$ cat src/rtl/hub75_pkg.sv
// ---------------------------------------------------------------------------
// hub75_pkg
// Shared definitions for the HUB75 BCM scanner:
//   - state_e     : scanner FSM states
//   - HUB75_COLS  : default pixels per row-vector (shift length)
//   - PLANE_W     : width of the bit-plane index
// ---------------------------------------------------------------------------
package hub75_pkg;

    localparam int HUB75_COLS = 64;
    localparam int PLANE_W    = 3;

    typedef enum logic [2:0] {
        IDLE    = 3'd0,
        REQ     = 3'd1,
        SHIFT   = 3'd2,
        BLANK   = 3'd3,
        LATCH   = 3'd4,
        DISPLAY = 3'd5
    } state_e;

endpackage

$ cat src/rtl/hub75_bcm_scanner_bcm_on_timer.sv
// ---------------------------------------------------------------------------
// bcm_on_timer
// Times one binary-weighted display window and drives the panel OE for it.
// The window is W = BASE_TICKS << plane cycles; OE is asserted (low) for the
// first on_len = (W * brightness) >> 8 cycles and released for the remainder.
// Ports:
//   clk, rst_n  : clock, asynchronous active-low reset
//   start       : load a new window; the window runs in the following W cycles
//   plane       : bit-plane index of the window
//   brightness  : global brightness, sampled on start
//   oe_n        : panel output enable, active low; 1 whenever idle
//   done        : high in the last cycle of the window
// ---------------------------------------------------------------------------
module bcm_on_timer
    import hub75_pkg::*;
#(
    parameter int BASE_TICKS = 16,
    parameter int PLANES     = 8
) (
    input  logic               clk,
    input  logic               rst_n,
    input  logic               start,
    input  logic [PLANE_W-1:0] plane,
    input  logic [7:0]         brightness,
    output logic               oe_n,
    output logic               done
);

    localparam int W_MAX = BASE_TICKS << (PLANES - 1);
    localparam int CNT_W = $clog2(W_MAX + 1);

    // Full-width product before the shift so no brightness resolution is lost.
    function automatic logic [CNT_W-1:0] on_len_f(input logic [CNT_W-1:0] win,
                                                  input logic [7:0]       bright);
        logic [CNT_W+7:0] prod;
        prod = (CNT_W+8)'(win) * (CNT_W+8)'(bright);
        return CNT_W'(prod >> 8);
    endfunction

    logic [CNT_W-1:0] win_len;
    logic [CNT_W-1:0] rem_q, rem_d;
    logic [CNT_W-1:0] off_at_q, off_at_d;
    logic             active_q, active_d;

    assign win_len = CNT_W'(BASE_TICKS) << plane;

    always_ff @(posedge clk or negedge rst_n) begin
        if (!rst_n) begin
            active_q <= 1'b0;
            rem_q    <= '0;
            off_at_q <= '0;
        end else begin
            active_q <= active_d;
            rem_q    <= rem_d;
            off_at_q <= off_at_d;
        end
    end

    // rem_q counts W..1 across the window; OE is on while the remaining
    // count is above W - on_len, i.e. during the first on_len cycles.
    always_comb begin
        active_d = active_q;
        rem_d    = rem_q;
        off_at_d = off_at_q;
        if (start) begin
            active_d = 1'b1;
            rem_d    = win_len;
            off_at_d = win_len - on_len_f(win_len, brightness);
        end else if (active_q) begin
            rem_d = rem_q - CNT_W'(1);
            if (rem_q == CNT_W'(1)) begin
                active_d = 1'b0;
            end
        end
    end

    assign done = active_q && (rem_q == CNT_W'(1));
    assign oe_n = !(active_q && (rem_q > off_at_q));

endmodule

$ cat src/rtl/hub75_bcm_scanner.sv
// ---------------------------------------------------------------------------
// hub75_bcm_scanner
// Fetches one row/bit-plane of six colour vectors from the line memory,
// shifts them out to a HUB75 panel, latches them and lights the row for a
// binary-weighted window scaled by a global brightness byte.
// Ports:
//   clk, rst_n        : clock, asynchronous active-low reset
//   en                : scan enable (current plane always completes)
//   brightness        : global brightness 0..255
//   rd_req/rd_row/rd_plane/rd_valid : fetch handshake with the memory side
//   R1,G1,B1,R2,G2,B2 : colour vectors, sampled on the rd_valid cycle only
//   r1,g1,b1,r2,g2,b2 : panel serial data
//   pclk, lat, oe_n, addr : panel shift clock, latch, output enable, row
//   frame_done        : one-cycle pulse after the last plane of the last row
// ---------------------------------------------------------------------------
module hub75_bcm_scanner
    import hub75_pkg::*;
#(
    parameter int COLS       = HUB75_COLS,
    parameter int ROW_BITS   = 4,
    parameter int PLANES     = 8,
    parameter int BASE_TICKS = 16
) (
    input  logic                clk,
    input  logic                rst_n,
    input  logic                en,
    input  logic [7:0]          brightness,
    output logic                rd_req,
    output logic [ROW_BITS-1:0] rd_row,
    output logic [2:0]          rd_plane,
    input  logic                rd_valid,
    input  logic [COLS-1:0]     R1,
    input  logic [COLS-1:0]     G1,
    input  logic [COLS-1:0]     B1,
    input  logic [COLS-1:0]     R2,
    input  logic [COLS-1:0]     G2,
    input  logic [COLS-1:0]     B2,
    output logic                r1,
    output logic                g1,
    output logic                b1,
    output logic                r2,
    output logic                g2,
    output logic                b2,
    output logic                pclk,
    output logic                lat,
    output logic                oe_n,
    output logic [ROW_BITS-1:0] addr,
    output logic                frame_done
);

    localparam int CW = $clog2(2 * COLS);

    state_e                  state_q, state_d;
    logic [CW-1:0]           col_q;
    logic [5:0][COLS-1:0]    sh_q;
    logic [ROW_BITS-1:0]     row_q;
    logic [PLANE_W-1:0]      plane_q;
    logic [ROW_BITS-1:0]     addr_q;
    logic                    fd_q;
    logic                    tmr_start, tmr_done, tmr_oe_n;
    logic                    capture, advance, last_plane;

    assign capture    = (state_q == REQ) && rd_valid;
    assign advance    = (state_q == DISPLAY) && tmr_done;
    assign last_plane = (plane_q == PLANE_W'(PLANES - 1));
    assign tmr_start  = (state_q == LATCH);

    // FSM state register
    always_ff @(posedge clk or negedge rst_n) begin
        if (!rst_n) state_q <= IDLE;
        else        state_q <= state_d;
    end

    // FSM next state
    always_comb begin
        state_d = state_q;
        case (state_q)
            IDLE:    if (en) state_d = REQ;
            REQ:     if (rd_valid) state_d = SHIFT;
            SHIFT:   if (col_q == CW'(2 * COLS - 1)) state_d = BLANK;
            BLANK:   state_d = LATCH;
            LATCH:   state_d = DISPLAY;
            DISPLAY: if (tmr_done) state_d = en ? REQ : IDLE;
            default: state_d = IDLE;
        endcase
    end

    // FSM outputs: data is only presented while shifting, pclk high on odd
    // half-columns so each bit is set up a full cycle before its rising edge.
    always_comb begin
        rd_req = 1'b0;
        pclk   = 1'b0;
        lat    = 1'b0;
        {r1, g1, b1, r2, g2, b2} = '0;
        case (state_q)
            REQ:   rd_req = 1'b1;
            SHIFT: begin
                pclk = col_q[0];
                {r1, g1, b1, r2, g2, b2} = {sh_q[0][COLS-1], sh_q[1][COLS-1],
                                            sh_q[2][COLS-1], sh_q[3][COLS-1],
                                            sh_q[4][COLS-1], sh_q[5][COLS-1]};
            end
            LATCH: lat = 1'b1;
            default: ;
        endcase
    end

    always_ff @(posedge clk or negedge rst_n) begin
        if (!rst_n) col_q <= '0;
        else if (state_q == SHIFT) col_q <= col_q + CW'(1);
        else col_q <= '0;
    end

    // Shift registers advance after the pclk-high half of each column.
    always_ff @(posedge clk) begin
        if (capture) begin
            sh_q <= {B2, G2, R2, B1, G1, R1};
        end else if (state_q == SHIFT && col_q[0]) begin
            for (int i = 0; i < 6; i++) begin
                sh_q[i] <= {sh_q[i][COLS-2:0], 1'b0};
            end
        end
    end

    always_ff @(posedge clk or negedge rst_n) begin
        if (!rst_n) begin
            row_q   <= '0;
            plane_q <= '0;
            addr_q  <= '0;
            fd_q    <= 1'b0;
        end else begin
            fd_q <= advance && last_plane && (row_q == {ROW_BITS{1'b1}});
            if (state_q == LATCH) begin
                addr_q <= row_q;
            end
            if (advance) begin
                if (last_plane) begin
                    plane_q <= '0;
                    row_q   <= row_q + ROW_BITS'(1);
                end else begin
                    plane_q <= plane_q + PLANE_W'(1);
                end
            end
        end
    end

    bcm_on_timer #(
        .BASE_TICKS (BASE_TICKS),
        .PLANES     (PLANES)
    ) u_timer (
        .clk        (clk),
        .rst_n      (rst_n),
        .start      (tmr_start),
        .plane      (plane_q),
        .brightness (brightness),
        .oe_n       (tmr_oe_n),
        .done       (tmr_done)
    );

    assign rd_row     = row_q;
    assign rd_plane   = plane_q;
    assign addr       = addr_q;
    assign frame_done = fd_q;
    assign oe_n       = tmr_oe_n;

endmodule

$ cat config.mk
export PLATFORM = sky130hd
export DESIGN_NAME = hub75_bcm_scanner
export DESIGN_NICKNAME = d
export VERILOG_FILES = /design/src/rtl/hub75_pkg.sv /design/src/rtl/hub75_bcm_scanner_bcm_on_timer.sv /design/src/rtl/hub75_bcm_scanner.sv
export SDC_FILE = /design/constraint.sdc
export NUM_CORES = 1
export LEC_CHECK = 0
export CORE_ASPECT_RATIO = 0.6
export CORE_MARGIN = 3
export CORE_UTILIZATION = 45
export CTS_BUF_LIST = sky130_fd_sc_hd__clkbuf_4 sky130_fd_sc_hd__clkbuf_8
export CTS_CLUSTER_DIAMETER = 50
export DETAILED_ROUTE_END_ITERATION = 8
export PLACE_DENSITY_LB_ADDON = 0.12
export REMOVE_ABC_BUFFERS = 1
export SLEW_MARGIN = 0
export SYNTH_ARGS = -nofsm -noshare
export SYNTH_HDL_FRONTEND = slang
export SYNTH_SLANG_ARGS = --single-unit
$ cat constraint.sdc
create_clock -name clk -period 9.4 [get_ports clk]
set_clock_uncertainty 0.2 [all_clocks]
set_input_delay 0.94 -clock clk [delete_from_list [all_inputs] [get_ports clk]]
set_output_delay 0.94 -clock clk [all_outputs]
set_load 0.01 [all_outputs]
# Word level (Yosys, flattened, before mapping)
# Cells that the tools add are included.
[word_totals]
word_cells = 73
in_bits = 396
out_inout_bits = 22
regBits = 431
[op_classes]
n_mul = 1
shift = 1
magnitude_cmp = 1
n_addsub = 5
mux = 24
reduce_logical = 13
eq_ne = 13
[op_table]
columns = ["operator", "count"]
rows = [
  ["$mux W384", 2],
  ["$mux W12", 2],
  ["$mul A12 B8 Y20", 1],
  ["$pmux W3 S6", 1],
  ["$mux W3", 5],
  ["$mux W1", 13],
  ["$eq A12 B1 Y1 const B", 1],
  ["$gt A12 B12 Y1", 1],
  ["$shl A5 B3 Y12 const A", 1],
  ["$sub A12 B1 Y12 const B", 1],
  ["$sub A12 B12 Y12", 1],
  ["$eq A3 B3 Y1 const B", 3],
  ["$ne A2 B2 Y1 const B", 4],
  ["$add A7 B1 Y7 const B", 1],
  ["$eq A7 B7 Y1 const B", 1],
  ["$logic_and A1 B1 Y1", 7],
  ["$mux W7", 1],
  ["$eq A3 B2 Y1 const B", 2],
  ["$add A4 B1 Y4 const B", 1],
  ["$eq A4 B4 Y1 const B", 1],
  ["$reduce_and A4 Y1", 1],
  ["$reduce_bool A2 Y1", 2],
  ["$add A3 B1 Y3 const B", 1],
  ["$eq A3 B1 Y1 const B", 1],
  ["other kinds (3)", 3],
]

# Logic depth before layout (Yosys ltp)
[logic_depth]
ltp_word = 5
depth_mapped = 27

# Modules after synthesis
# From an unflattened synthesis, not the netlist that was laid out.
[unflattened]
cells_unflattened = 1339
area_unflattened_um2 = 22106.2
[modules_own_cells]
columns = ["module", "instances", "area_per_inst_um2", "cells_per_inst", "seq_area_each_um2"]
rows = [
  ["hub75_bcm_scanner", 1, 18233.7, 905, 12081.6],
  ["bcm_on_timer", 1, 3872.5, 434, 625.6],
]

# Worst setup path before layout
# No wires, ideal clock.
[synth_timing]
path_kind = "register to register"
startpoint = "reg state_q[1]"
endpoint = "reg sh_q[0] (netlist name), enable pin"
t_arrival_ns = 6.374
path_slack_ns = 2.237
period_less_slack_ns = 7.163
setup_ns = 0.590
path_stages_with_launch = 8
required_time_ns = 8.610
cell_sequence = "dfrtp_1 nor2b_1 nor2b_1 and2_1 buf_2 buf_2 buf_2 or2_2"
[synth_via]
elab_chain_cells = 3
elab_cells_between_ends = 5
cone_classes = "2 x eq/ne; 3 x reduce/logical"
[synth_rtl]
columns = ["element", "line_no", "source"]
rows = [
  ["from (decl)", "hub75_bcm_scanner.sv:53", "state_e state_q, state_d;"],
  ["from (signal assigned)", "hub75_bcm_scanner.sv:71", "else state_q <= state_d;"],
  ["$eq A3 B1 Y1 or $eq A3 B2 Y1 (tied branches)", "hub75_bcm_scanner.sv:63, hub75_bcm_scanner.sv:118", ""],
  ["$logic_and A1 B1 Y1, on equally long branches", "hub75_bcm_scanner.sv:63, hub75_bcm_scanner.sv:118", ""],
  ["$reduce_bool A2 Y1 (no source line) *", "-", ""],
  ["to (signal assigned)", "hub75_bcm_scanner.sv:117", "sh_q <= {B2, G2, R2, B1, G1, R1};"],
  ["to (signal, indexed assignment)", "hub75_bcm_scanner.sv:120", "sh_q[i] <= {sh_q[i][COLS-2:0], 1'b0};"],
  ["to (decl)", "hub75_bcm_scanner.sv:55", "logic [5:0][COLS-1:0] sh_q;"],
]
# Every way passes the cells marked *; elsewhere a longest branch is shown, timed or not.
# A chain may end at the register's enable or synchronous reset.

# Final worst setup path
[layout_timing]
startpoint = "reg plane_q[0] (netlist: rd_plane[0])"
endpoint = "reg u_timer.off_at_q[11]"
[layout_via]
elab_chain_cells = 3
[layout_rtl]
columns = ["element", "line_no", "source"]
rows = [
  ["from (decl)", "hub75_bcm_scanner.sv:57", "logic [PLANE_W-1:0] plane_q;"],
  ["from (signal assigned)", "hub75_bcm_scanner.sv:141", "plane_q <= plane_q + PLANE_W'(1);"],
  ["$shl A5 B3 Y12 *", "hub75_bcm_scanner_bcm_on_timer.sv:45", "assign win_len = CNT_W'(BASE_TICKS) << plane;"],
  ["$mul A12 B8 Y20", "hub75_bcm_scanner_bcm_on_timer.sv:36", "prod = (CNT_W+8)'(win) * (CNT_W+8)'(bright);"],
  ["$sub A12 B12 Y12 *", "hub75_bcm_scanner_bcm_on_timer.sv:68", "off_at_d = win_len - on_len_f(win_len, brightness);"],
  ["to (signal assigned)", "hub75_bcm_scanner_bcm_on_timer.sv:55", "off_at_q <= off_at_d;"],
  ["to (decl)", "hub75_bcm_scanner_bcm_on_timer.sv:42", "logic [CNT_W-1:0] off_at_q, off_at_d;"],
]
# Marks and branches as above.

==> out/results.ini <==
[setup_path]
crit_end=u_timer.off_at_q[11]
worstRegToRegCells=23
cp_common_cell=ha_1
slowest_stage=nor2b_1
critical_path.max_fanout=10
cp_cell_sequence=inv_1 > ha_1 > nor2b_1 > and2_1 > fa_1 > ha_1 > inv_1 > fa_1 > fa_1 > inv_1 > ha_1 > and3_1 > a32o_1 > o21ai_0 > nor2b_1 > o21ai_0 > xnor2_1 > ha_1 > nand3_1 > or4_1 > or3_1 > and4_4 > o31ai_2
endpoint_kind=flop
r2r_start=rd_plane[0]
slowest_delay_ns=0.71
critPathBufInv=3
cp.required_ns=9.70
r2r-end=u_timer.off_at_q[11]
crit_family=adder cells
critPathKind=flop to flop
startpoint=rd_plane[0]
worst_setup_path_start_kind=flop
critical_path_arrival_ns=7.63
worst-path-stages=23
r2r_setup_slack_ns=2.07

[clock_tree]
cts-hold-fix-buffers=0
cts_max_level=3
clockBufferDepth=3
clock-root-buffer=clkbuf_8
cts_tree=done
post_cts_buffers=0
ctsResizeCount=0
clock-sinks=431
clk_pin_slew_worst_paths_ns=0.07
clock_latency_ns=0.60
numCtsBuffers=67

[global_route]
grt.total_usage_pct=19.15
grt_pass1_wl_um=74350
grt_max_degree=198
grt_pass1_vias=13258
overflow=0
antenna_found_initial=10

[yosys]
synth_area_leaders=edfxtp_1 (55%), mux2_2 (20%), dfrtp_1 (5.6%)
seq_area_frac_synth_pct=60.21
synth_common_cells=edfxtp_1 (384), mux2_2 (380), inv_1 (68), ha_1 (63), nand2_1 (61)
ys_types=49
synth_top_cell_area_share_pct=54.64
synth_edf_count=384
synth_top_family_by_area=multiplexers
yosys.area_share.simple_pct=5.763
synth_compound_area_share_pct=2.621
ys_ff_latch=431
yosys_most_used_dff=edfxtp_1
syn_inst=1389
synth-adder-area-share_pct=7.150
synthXorXnorAreaFrac_pct=1.411
synth_area_per_cell_um2=15.19
ys_warn_count=0
synth.area.mux_share_pct=20.32
syn_area_mm2=0.02110
async_flop_share_pct=10.90
synth_most_common_cell=edfxtp_1
synth_top_area_cell=edfxtp_1

[power_and_ir_drop]
swShare_pct=29.35
sequentialPowerShare_pct=45.6
power.share.clock_pct=22.2
switching_power_mw=2.020
pwr_density_cell_mw_per_mm2=253.5
finalPower_mw=6.883
vdd_drop_max_mv=0.2089
combPwrFrac_pct=32.2
p_int_mw=4.863
leakage_nw=9.953

[die]
fp.dieArea_mm2=0.04962
initial_core_util_pct=46.31
die_height_um=173.7
die_x_um=285.6
coreArea_mm2=0.04557
pin_count=418
rows=60

[run_status]
outcome=completed

[drt]
first_pass_iters=5
wire_per_inst_um=19.13
vias=12715
via_per_inst=5.084
ant_nets=0
dr.first_iter.drc_count=822
drc=0
wl_um=47840

[run]
drv_cap=0

[timing]
setup_viol=0
fin_crit_ns=7.330
hold_viol=0
rsz0062_at_grt=no
period_share_pct=77.97
worst_slew_pin_slew_ns=1.220
slew_headroom_pct=18.66
max_freq_ghz=0.1364
drv_slew=0

[cells_and_area]
drive_gt1_share_pct=26.82
layout.nets=2318
area_growth_pct=28.65
final_util_pct=59.58

[place]
dp_hpwl_um=33580
numPortBuffers=417
gp_congestion=0.8177

[worst_hold_path]
min_path_type=flop to flop

-- worst reg2reg max path: cells and delay by family, from the launching register on --
kind / cells / cell delay, ns
AO/OA/AOI/OAI: 4 / 0.80
XOR/XNOR: 1 / 0.15
adder cells (fa/ha/maj): 7 / 2.78
buffers and inverters: 3 / 0.22
flip-flops: 1 / 0.43
AND/OR/NAND/NOR: 8 / 2.66
-- metrics by stage --
| step | instance area, µm² | cells | hold WS [ns] | setup WS, ns | setup TNS [ns] |
|---|---|---|---|---|---|
| finish | 27150 | 2501 | 0.2930 | 2.071 | 0 |
| global route | 27140 | 2497 | 0.3236 | 1.672 | 0 |
| CTS | 27130 | 2492 | 0.2998 | 2.116 | 0 |
| detailed placement | 25850 | 2374 | 0.2790 | 2.016 | 0 |
| global placement | 25850 | 2374 | 0.2709 | 2.175 | 0 |
| floorplan | 20830 | 1330 | 0.2485 | -6.090 | -2996.22 |
-- power groups by stage --
| stage | sequential (mW) | combinational, mW | clock [mW] |
|---|---|---|---|
| after floorplan | 3.20 | 2.00 | 0 |
| after global placement | 3.16 | 2.18 | 0 |
| after detailed placement | 3.18 | 2.23 | 0 |
| after CTS | 3.14 | 2.24 | 1.59 |
| after global routing | 3.20 | 2.46 | 1.68 |
| final | 3.14 | 2.21 | 1.53 |
-- state kept, by name (all words and copies together) (netlist names) --
register,count
u_timer.active_q,1
frame_done,1
col_q,7
rd_plane,3
rd_row,4
u_timer.off_at_q,12
u_timer.rem_q,12
addr,4
state_q,3
sh_q,384
-- area by class of cell --
class                      count  area, µm²
timing repair buffer         424       4247
fill                        3698      18420
clock buffer                  92       1122
multi-input combinational    831       7870
inverter                      68      255.2
clock inverter                26      150.1
sequential                   431      12710
tap                          620      775.7
antenna                        9      22.52
-- how the worst min path moves through the flow --
| stage | start | end | slack [ns] | depth (start not counted) |
|---|---|---|---|---|
| 6_report | u_timer.off_at_q[8] | u_timer.off_at_q[8] | 0.29 | 2 |
| 5_1_grt | u_timer.off_at_q[8] | u_timer.off_at_q[8] | 0.32 | 2 |
| 4_1_cts | u_timer.off_at_q[8] | u_timer.off_at_q[8] | 0.30 | 2 |
| 3_5_place_dp | u_timer.off_at_q[4] | u_timer.off_at_q[4] | 0.28 | 2 |
| 3_3_place_gp | u_timer.off_at_q[5] | u_timer.off_at_q[5] | 0.27 | 2 |
| 2_1_floorplan | u_timer.off_at_q[10] | u_timer.off_at_q[10] | 0.25 | 2 |
-- cell families (layout without fill, tap and decap cells) --
kind of cell | Yosys count | after routing
DFF | 431 | 431
muxes | 381 | 381
and+or+nand+nor | 227 | 227
buffers and inverters | 127 | 610
adders and majority gates | 99 | 99
AOI/OAI and AO/OA | 90 | 90
xor gates and xnor gates | 34 | 34
other | 0 | 9
-- routing by layer --
layer / up-vias / global-route usage, % / part of all wire, %
met1: 6209 / 26.05 / 44
met4: 10 / 6.495 / 2.5
met5: - / 0 / 0.12
met3: 98 / 6.426 / 7.6
met2: 344 / 28.87 / 45
li1: 6054 / - / -
-- cell usage in the layout, fill, tap and decap left out, types with 21 or more instances in the layout --
cell type / n
fa_1: 36
and3_1: 41
o21ai_0: 36
inv_1: 68
dfrtp_1: 47
a21oi_1: 21
clkbuf_8: 69
ha_1: 63
edfxtp_1: 384
nand2_1: 61
clkbuf_4: 23
clkdlybuf4s50_1: 416
and2_1: 37
mux2_2: 380
xnor2_1: 21
Note: power is estimated with default switching activity, not from simulation.
